File: src/rtl/pll_lock_supervisor_pkg.sv
// Shared types and defaults for the PLL lock supervisor: state encoding,
// default parameter values and counter-width helpers.
package pll_sup_pkg;

  typedef enum logic [2:0] {
    PLL_RST   = 3'd0,
    WAIT_LOCK = 3'd1,
    RELEASE   = 3'd2,
    RUN       = 3'd3,
    FAIL      = 3'd4
  } state_e;

  localparam int DEF_RST_HOLD_CYC = 64;
  localparam int DEF_LOCK_TIMEOUT = 50000;
  localparam int DEF_LOCK_STABLE  = 1024;
  localparam int DEF_LOSS_FILTER  = 4;
  localparam int DEF_DOMAIN_GAP   = 16;
  localparam int DEF_N_DOM        = 2;
  localparam int DEF_MAX_RETRY    = 7;

  function automatic int max2(input int a, input int b);
    return (a > b) ? a : b;
  endfunction

  // Bits needed for a counter whose largest held value is max_val.
  function automatic int cnt_width(input int max_val);
    return (max_val < 1) ? 1 : $clog2(max_val + 1);
  endfunction

endpackage

File: src/rtl/pll_lock_supervisor_if.sv
// Control/status bundle between the PLL lock supervisor and its surroundings.
interface pll_sup_if
  import pll_sup_pkg::*;
#(
  parameter int N_DOM = DEF_N_DOM
);
  logic             pll_lock_i;
  logic             relock_req_i;
  logic             pll_rst_o;
  logic [N_DOM-1:0] dom_rst_n_o;
  logic             ready_o;
  logic             fail_o;
  logic [3:0]       retry_cnt_o;

  modport master (
    input  pll_lock_i, relock_req_i,
    output pll_rst_o, dom_rst_n_o, ready_o, fail_o, retry_cnt_o
  );

  modport slave (
    output pll_lock_i, relock_req_i,
    input  pll_rst_o, dom_rst_n_o, ready_o, fail_o, retry_cnt_o
  );
endinterface

File: src/rtl/pll_lock_supervisor_sync_2ff.sv
// Generic two-flop synchroniser with async reset and a synchronous clear.
module sync_2ff #(
  parameter int               WIDTH   = 1,
  parameter logic [WIDTH-1:0] RST_VAL = '0
) (
  input  logic             clk,
  input  logic             rst_n,
  input  logic             srst,
  input  logic [WIDTH-1:0] d,
  output logic [WIDTH-1:0] q
);
  logic [WIDTH-1:0] meta_r;
  logic [WIDTH-1:0] sync_r;

  // Two-stage capture of the asynchronous input.
  always_ff @(posedge clk or negedge rst_n) begin
    if (!rst_n) begin
      meta_r <= RST_VAL;
      sync_r <= RST_VAL;
    end else if (srst) begin
      meta_r <= RST_VAL;
      sync_r <= RST_VAL;
    end else begin
      meta_r <= d;
      sync_r <= meta_r;
    end
  end

  assign q = sync_r;
endmodule

File: src/rtl/pll_lock_supervisor.sv
// PLL reset/lock bring-up sequencer: holds the PLL in reset, qualifies lock,
// releases domain resets in order and retries a bounded number of times.
module pll_lock_supervisor
  import pll_sup_pkg::*;
#(
  parameter int RST_HOLD_CYC = DEF_RST_HOLD_CYC,
  parameter int LOCK_TIMEOUT = DEF_LOCK_TIMEOUT,
  parameter int LOCK_STABLE  = DEF_LOCK_STABLE,
  parameter int LOSS_FILTER  = DEF_LOSS_FILTER,
  parameter int DOMAIN_GAP   = DEF_DOMAIN_GAP,
  parameter int N_DOM        = DEF_N_DOM,
  parameter int MAX_RETRY    = DEF_MAX_RETRY
) (
  input  logic      clk,
  input  logic      rst_n,
  pll_sup_if.master bus
);
  localparam int REL_LAST = (N_DOM - 1) * DOMAIN_GAP;
  localparam int CNT_W    = cnt_width(max2(RST_HOLD_CYC - 1, REL_LAST));
  localparam int TMO_W    = cnt_width(LOCK_TIMEOUT - 1);
  localparam int STAB_W   = cnt_width(LOCK_STABLE - 1);
  localparam int LOSS_W   = cnt_width(LOSS_FILTER - 1);

  localparam logic [CNT_W-1:0]  HOLD_END    = CNT_W'(RST_HOLD_CYC - 1);
  localparam logic [CNT_W-1:0]  REL_END     = CNT_W'(REL_LAST);
  localparam logic [TMO_W-1:0]  TMO_END     = TMO_W'(LOCK_TIMEOUT - 1);
  localparam logic [STAB_W-1:0] STAB_END    = STAB_W'(LOCK_STABLE - 1);
  localparam logic [LOSS_W-1:0] LOSS_END    = LOSS_W'(LOSS_FILTER - 1);
  localparam logic [3:0]        RETRY_LIMIT = 4'(MAX_RETRY);

  state_e            state_r;
  state_e            base_nxt_s;
  state_e            state_nxt_s;
  logic              lock_s;
  logic              fail_evt_s;
  logic              fail_cnt_s;
  logic              enter_s;
  logic [CNT_W-1:0]  cnt_r;
  logic [CNT_W-1:0]  rel_pos_s;
  logic [TMO_W-1:0]  tmo_r;
  logic [STAB_W-1:0] stab_r;
  logic [LOSS_W-1:0] loss_r;
  logic [3:0]        retry_r;
  logic [3:0]        retry_inc_s;
  logic [3:0]        retry_nxt_s;

  logic              pll_rst_r;
  logic              pll_rst_nxt_s;
  logic [N_DOM-1:0]  dom_r;
  logic [N_DOM-1:0]  dom_nxt_s;
  logic              ready_r;
  logic              ready_nxt_s;
  logic              fail_r;
  logic              fail_nxt_s;

  // LOCK is meaningless while the PLL sits in reset, so the synchroniser is
  // held clear then; every attempt starts counting from a fresh low.
  sync_2ff #(
    .WIDTH   (1),
    .RST_VAL (1'b0)
  ) u_lock_sync (
    .clk   (clk),
    .rst_n (rst_n),
    .srst  (pll_rst_r),
    .d     (bus.pll_lock_i),
    .q     (lock_s)
  );

  assign retry_inc_s = (retry_r == 4'd15) ? 4'd15 : (retry_r + 4'd1);
  assign fail_cnt_s  = fail_evt_s & ~bus.relock_req_i;
  assign enter_s     = (state_nxt_s != state_r) | bus.relock_req_i | fail_cnt_s;
  assign rel_pos_s   = enter_s ? '0 : (cnt_r + CNT_W'(1));

  // Next-state decision; a restart request overrides any failure this cycle.
  always_comb begin
    base_nxt_s = state_r;
    fail_evt_s = 1'b0;
    case (state_r)
      PLL_RST: begin
        if (cnt_r == HOLD_END) base_nxt_s = WAIT_LOCK;
        else                   base_nxt_s = PLL_RST;
      end
      WAIT_LOCK: begin
        if (lock_s && (stab_r == STAB_END)) base_nxt_s = RELEASE;
        else if (tmo_r == TMO_END)          fail_evt_s = 1'b1;
        else                                base_nxt_s = WAIT_LOCK;
      end
      RELEASE: begin
        if (!lock_s)               fail_evt_s = 1'b1;
        else if (cnt_r == REL_END) base_nxt_s = RUN;
        else                       base_nxt_s = RELEASE;
      end
      RUN: begin
        if (!lock_s && (loss_r == LOSS_END)) fail_evt_s = 1'b1;
        else                                 base_nxt_s = RUN;
      end
      FAIL:    base_nxt_s = FAIL;
      default: base_nxt_s = PLL_RST;
    endcase

    state_nxt_s = base_nxt_s;
    retry_nxt_s = retry_r;
    if (bus.relock_req_i) begin
      state_nxt_s = PLL_RST;
      retry_nxt_s = 4'd0;
    end else if (fail_evt_s) begin
      state_nxt_s = (retry_inc_s >= RETRY_LIMIT) ? FAIL : PLL_RST;
      retry_nxt_s = retry_inc_s;
    end else begin
      state_nxt_s = base_nxt_s;
      retry_nxt_s = retry_r;
    end
  end

  // Output decode from the upcoming state so every output is a flop.
  always_comb begin
    pll_rst_nxt_s = (state_nxt_s == PLL_RST) || (state_nxt_s == FAIL);
    ready_nxt_s   = (state_nxt_s == RUN);
    fail_nxt_s    = (state_nxt_s == FAIL);
    dom_nxt_s     = '0;
    case (state_nxt_s)
      RELEASE: begin
        for (int i = 0; i < N_DOM; i++) begin
          dom_nxt_s[i] = (rel_pos_s >= CNT_W'(i * DOMAIN_GAP));
        end
      end
      RUN:     dom_nxt_s = '1;
      default: dom_nxt_s = '0;
    endcase
  end

  // State register, sequencing counters and retry count.
  always_ff @(posedge clk or negedge rst_n) begin
    if (!rst_n) begin
      state_r <= PLL_RST;
      cnt_r   <= '0;
      tmo_r   <= '0;
      stab_r  <= '0;
      loss_r  <= '0;
      retry_r <= 4'd0;
    end else begin
      state_r <= state_nxt_s;
      retry_r <= retry_nxt_s;
      if (enter_s) begin
        cnt_r  <= '0;
        tmo_r  <= '0;
        stab_r <= '0;
        loss_r <= '0;
      end else begin
        if ((state_r == PLL_RST) || (state_r == RELEASE)) cnt_r <= cnt_r + CNT_W'(1);
        if (state_r == WAIT_LOCK) begin
          tmo_r  <= tmo_r + TMO_W'(1);
          stab_r <= lock_s ? (stab_r + STAB_W'(1)) : '0;
        end
        if (state_r == RUN) loss_r <= lock_s ? '0 : (loss_r + LOSS_W'(1));
      end
    end
  end

  // Output registers.
  always_ff @(posedge clk or negedge rst_n) begin
    if (!rst_n) begin
      pll_rst_r <= 1'b1;
      dom_r     <= '0;
      ready_r   <= 1'b0;
      fail_r    <= 1'b0;
    end else begin
      pll_rst_r <= pll_rst_nxt_s;
      dom_r     <= dom_nxt_s;
      ready_r   <= ready_nxt_s;
      fail_r    <= fail_nxt_s;
    end
  end

  assign bus.pll_rst_o   = pll_rst_r;
  assign bus.dom_rst_n_o = dom_r;
  assign bus.ready_o     = ready_r;
  assign bus.fail_o      = fail_r;
  assign bus.retry_cnt_o = retry_r;
endmodule

File: src/flat_wrapper.sv
// flat-port wrapper written by rule: the top's interface ports become plain ports
module pll_lock_supervisor_flat import pll_sup_pkg::*;
#(
  parameter int RST_HOLD_CYC = DEF_RST_HOLD_CYC,
  parameter int LOCK_TIMEOUT = DEF_LOCK_TIMEOUT,
  parameter int LOCK_STABLE  = DEF_LOCK_STABLE,
  parameter int LOSS_FILTER  = DEF_LOSS_FILTER,
  parameter int DOMAIN_GAP   = DEF_DOMAIN_GAP,
  parameter int N_DOM        = DEF_N_DOM,
  parameter int MAX_RETRY    = DEF_MAX_RETRY
)
  (clk, rst_n, bus_pll_lock_i, bus_relock_req_i, bus_pll_rst_o, bus_dom_rst_n_o, bus_ready_o, bus_fail_o, bus_retry_cnt_o);
  pll_sup_if #(.N_DOM(N_DOM)) bus_i ();
  input  logic clk;
  input  logic rst_n;
  input wire logic [$bits(bus_i.pll_lock_i)-1:0] bus_pll_lock_i;
  input wire logic [$bits(bus_i.relock_req_i)-1:0] bus_relock_req_i;
  output wire logic [$bits(bus_i.pll_rst_o)-1:0] bus_pll_rst_o;
  output wire logic [$bits(bus_i.dom_rst_n_o)-1:0] bus_dom_rst_n_o;
  output wire logic [$bits(bus_i.ready_o)-1:0] bus_ready_o;
  output wire logic [$bits(bus_i.fail_o)-1:0] bus_fail_o;
  output wire logic [$bits(bus_i.retry_cnt_o)-1:0] bus_retry_cnt_o;
  assign bus_i.pll_lock_i = bus_pll_lock_i;
  assign bus_i.relock_req_i = bus_relock_req_i;
  assign bus_pll_rst_o = bus_i.pll_rst_o;
  assign bus_dom_rst_n_o = bus_i.dom_rst_n_o;
  assign bus_ready_o = bus_i.ready_o;
  assign bus_fail_o = bus_i.fail_o;
  assign bus_retry_cnt_o = bus_i.retry_cnt_o;
  pll_lock_supervisor #(.RST_HOLD_CYC(RST_HOLD_CYC), .LOCK_TIMEOUT(LOCK_TIMEOUT), .LOCK_STABLE(LOCK_STABLE), .LOSS_FILTER(LOSS_FILTER), .DOMAIN_GAP(DOMAIN_GAP), .N_DOM(N_DOM), .MAX_RETRY(MAX_RETRY)) u_core (.clk(clk), .rst_n(rst_n), .bus(bus_i));
endmodule
File: config.mk
export PLATFORM = sky130hd
export DESIGN_NAME = pll_lock_supervisor_flat
export DESIGN_NICKNAME = d
export VERILOG_FILES = /design/src/rtl/pll_lock_supervisor_pkg.sv /design/src/rtl/pll_lock_supervisor_if.sv /design/src/rtl/pll_lock_supervisor_sync_2ff.sv /design/src/rtl/pll_lock_supervisor.sv /design/src/flat_wrapper.sv
export SDC_FILE = /design/constraint.sdc
export NUM_CORES = 1
export LEC_CHECK = 0
export BUFFER_PORTS_ARGS = -buffer_cell sky130_fd_sc_hd__clkbuf_2
export CAP_MARGIN = 20
export CORE_MARGIN = 2
export CORE_UTILIZATION = 60
export CTS_CLUSTER_DIAMETER = 150
export DETAILED_ROUTE_END_ITERATION = 16
export GPL_TIMING_DRIVEN = 0
export PLACE_DENSITY = 0.89
export SYNTH_ARGS = -nofsm -noshare
export SYNTH_HDL_FRONTEND = slang
export SYNTH_SLANG_ARGS = --single-unit
File: constraint.sdc
create_clock -name clk -period 2.62 [get_ports clk]
set_input_delay 0.131 -clock clk [delete_from_list [all_inputs] [get_ports clk]]
set_output_delay 0.131 -clock clk [all_outputs]
set_load 0.01 [all_outputs]
==> qor.csv <==
stage,metric,value,unit
cts,Setup Buffers After CTS,0,
cts,CTS tree,built,
cts,CTS hold repair buffers,1,
synth,"Cell Area, Synth",2530,um2
detailed_routing,Detailed Route WL,4.85,mm
synth,fraction of registers with async set or reset after synthesis,1.00,
final_layout,post-route cell area,2820,um2
critical_path,R2R Path Start,u_core.state_r[2]$_DFF_PN0_,
critical_path,CP max stage delay,0.55,ns
placed_design,placed instance area,2670,um2
cts,CTS Buf Count,5,
placed_design,GPL Wtd Cong,0.780,
global_route,grt ovf,0,
synth,Mean Syn Cell Area,9.52,um2
pwr,LEAKAGE,1.23,nW
cts,H-Tree Depth,2,
timing,Setup TNS,0,ns
final_layout,highest-count cells in the layout ignoring fill and taps,"dfrtp_1, nor2_1, nand2_1",
die,Die X,69.0,um
pwr,Clock Power Share,0.438,
global_route,antenna violations before repair,0,
global_route,global-route wire length before repair,8.22,mm
cts,CTS root buffer,clkbuf_8,
timing,worst slew pin tran,0.570,ns
placed_design,I/O Buffers,11,
synth,main area contributors after synthesis,"dfrtp_1, nor2_1, xor2_1, xnor2_1, nand2_1",
cts,clock latency on the worst-skew pair,0.30,ns
detailed_routing,post-DR wirelength/cell,14.4,um
detailed_routing,vias per cell,5.82,
final_layout,antenna cell count,0,
critical_path,crit-path cells,nor3b_4 > nand2_2 > or4_4 > nand3_2 > buf_2 > nor2_1,
synth,syn_nets,276,
timing,Tmin final,2.31,ns
critical_path,crit path launch type,register,
placed_design,HPWL Detailed,3.46,mm
flow_run,number of max-cap violations,0,
global_route,vias in the first global route,1887,
synth,largest area contributor in the netlist,dfrtp_1,
timing,RSZ-0062 raised after global routing,false,
die,Die Y,69.0,um
final_layout,area grow syn2layout,11.3,%
global_route,GRT Overall Usage,0.234,
synth,number of synthesized flops with an enable pin,0,
detailed_routing,DRT iter0 DRCs,195,
cts,clk buf depth,2,
die,Std-Cell Rows,23,
timing,final setup vio count,0,
timing,fmax,434,MHz
synth,synth unique cells,53,
outcome,outcome,"complete, no violations",
critical_path,crit-path max FO,10,
critical_path,CP arrival,2.48,ns
placed_design,post-place setup slack,0.106,ns
pwr,switch share,0.194,
final_layout,post-layout util,0.699,
detailed_routing,ANT nets after route,0,
cts,Clock Sinks,48,
die,I/O Pins,13,
die,CORE AREA,4030,um2
die,Initial Util,0.629,
timing,fin crit share,0.880,
synth,Yosys top cell area share,0.464,
pwr,Internal,1.14,mW
pwr,Psw,0.274,mW
timing,clock skew,0.0154,ns
pwr,Sequential Power Share,0.529,
pwr,peak supply drop,0.394,mV
hold_path,min-delay worst type,input pin to register,
final_layout,nets,297,
global_route,largest net degree at the start of global routing,33,
critical_path,"Data required, critical path",2.80,ns
final_layout,"most common cell after layout, fill and taps aside",dfrtp_1,
pwr,Total Power,1.41,mW
detailed_routing,vias,1966,
detailed_routing,drt drc,0,
final_layout,share of layout cells above drive strength 1,0.132,
synth,"Seq/Total Area, Yosys",0.475,
critical_path,WS Path Type,register to register,
cts,Clock Pin Slew Worst Setup and Hold Paths,0.09,ns
critical_path,start point of the critical path,u_core.state_r[2]$_DFF_PN0_,
cts,post_cts resized,0,
synth,Cells after Synth,266,
timing,final worst setup slack,0.314,ns
critical_path,CP Capture Type,register,
synth,Main synth FF type,dfrtp_1,
pwr,Logic pwr share,0.033,
die,die area,4760,um2
synth,Yosys reg bits,48,
timing,final hold violations,0,
timing,Max-slew headroom,0.614,
critical_path,critical path's slowest cell,or4_4,
timing,"Slew Viols, Final",0,
synth,Synthesis Warnings,0,
detailed_routing,DRT Pass-1 Iters,4,
hold_path,Hold Crit Start,bus_pll_lock_i,
pwr,pwr dens,502,nW/um2
-- power by group through the flow --
| stage | combinational (mW) | sequential [mW] | clock (mW) |
|---|---|---|---|
| finish | 0.0468 | 0.748 | 0.619 |
| global route | 0.0543 | 0.749 | 0.670 |
| CTS | 0.0480 | 0.748 | 0.626 |
| detailed placement | 0.0468 | 0.763 | 0 |
| global placement | 0.0421 | 0.763 | 0 |
| floorplan | 0.0219 | 0.763 | 0 |
-- state kept, by name (all words and copies together), names as in the netlist --
name and flops:
u_core.stab_r 10, u_core.u_lock_sync.q 1, u_core.u_lock_sync.meta_r 1, u_core.bus.ready_o 1, u_core.loss_r 2, u_core.tmo_r 16
u_core.bus.dom_rst_n_o 2, u_core.bus.fail_o 1, u_core.bus.retry_cnt_o 4, u_core.cnt_r 6, u_core.bus.pll_rst_o 1, u_core.state_r 3
-- logic make-up after synthesis --
family | share of synthesized area
compound gates | 0.0825
xor+xnor | 0.0968
fa+ha+maj | 0.0296
buf+inv | 0.0346
flops | 0.475
mux | 0.00395
simple gates | 0.278
-- synth_stat cells, types with 2 or more instances --
| library cell | count |
|---|---|
| a211oi_1 | 2 |
| a21oi_1 | 10 |
| a221oi_1 | 2 |
| and3_1 | 7 |
| buf_2 | 4 |
| buf_6 | 2 |
| clkbuf_1 | 3 |
| dfrtp_1 | 47 |
| ha_1 | 6 |
| inv_1 | 8 |
| nand2_1 | 25 |
| nand2b_1 | 3 |
| nand3_1 | 11 |
| nand3b_1 | 3 |
| nand4_1 | 6 |
| nand4b_1 | 2 |
| nor2_1 | 42 |
| nor2b_1 | 4 |
| nor3_1 | 9 |
| nor3b_1 | 3 |
| nor4_1 | 2 |
| o21ai_0 | 7 |
| o31ai_1 | 2 |
| xnor2_1 | 13 |
| xor2_1 | 15 |
-- path summary, 6_finish.rpt --
| path | slack, ns | end | cells past startpoint |
|---|---|---|---|
| max | 0.31 | u_core.stab_r[2]$_DFFE_PN0P_ | 6 |
| min | 0.06 | u_core.u_lock_sync.meta_r$_DFF_PN0_ | 2 |
| max reg2reg | 0.31 | u_core.stab_r[2]$_DFFE_PN0P_ | 6 |
| min reg2reg | 0.49 | u_core.u_lock_sync.q$_DFF_PN0_ | 1 |
| max in group asynchronous | 1.79 | u_core.tmo_r[6]$_DFFE_PN0P_ | 3 |
| min in group asynchronous | 0.30 | u_core.bus.dom_rst_n_o[1]$_DFF_PN0_ | 2 |
-- per-layer routing --
layer / vias to the layer above / track usage / routed length, um / share of wire
met3: 15 / 0.0682 / 230 / 0.047
met5: - / 0 / 0 / 0
li1: 958 / - / - / -
met2: 50 / 0.381 / 2330 / 0.48
met1: 943 / 0.293 / 2170 / 0.45
met4: 0 / 0.0956 / 115 / 0.024
-- area by class of cell --
cell class,instances,area (um2)
well taps,50,62.6
plain buffers,10,57.6
fillers,281,1210
multi-input cells,200,1240
repair buffers,14,90.1
inverters,8,30.0
clock buffers,6,72.6
clock inverters,2,60.1
flip-flops and latches,48,1200
-- through the flow --
stage | instances | hold WS (ns)
floorplan | 266 | -0.165
global placement | 327 | 0.366
detailed placement | 328 | 0.0954
CTS | 337 | 0.0536
global route | 338 | 0.0445
finish | 338 | 0.0556
-- worst max-delay path: cells and delay by family (launching register included) --
family                 cells  cell delay (ns)
DFF                        1             0.49
and+or+nand+nor            5             1.41
buffers and inverters      1             0.27
Note: power is estimated with default switching activity, not from simulation.
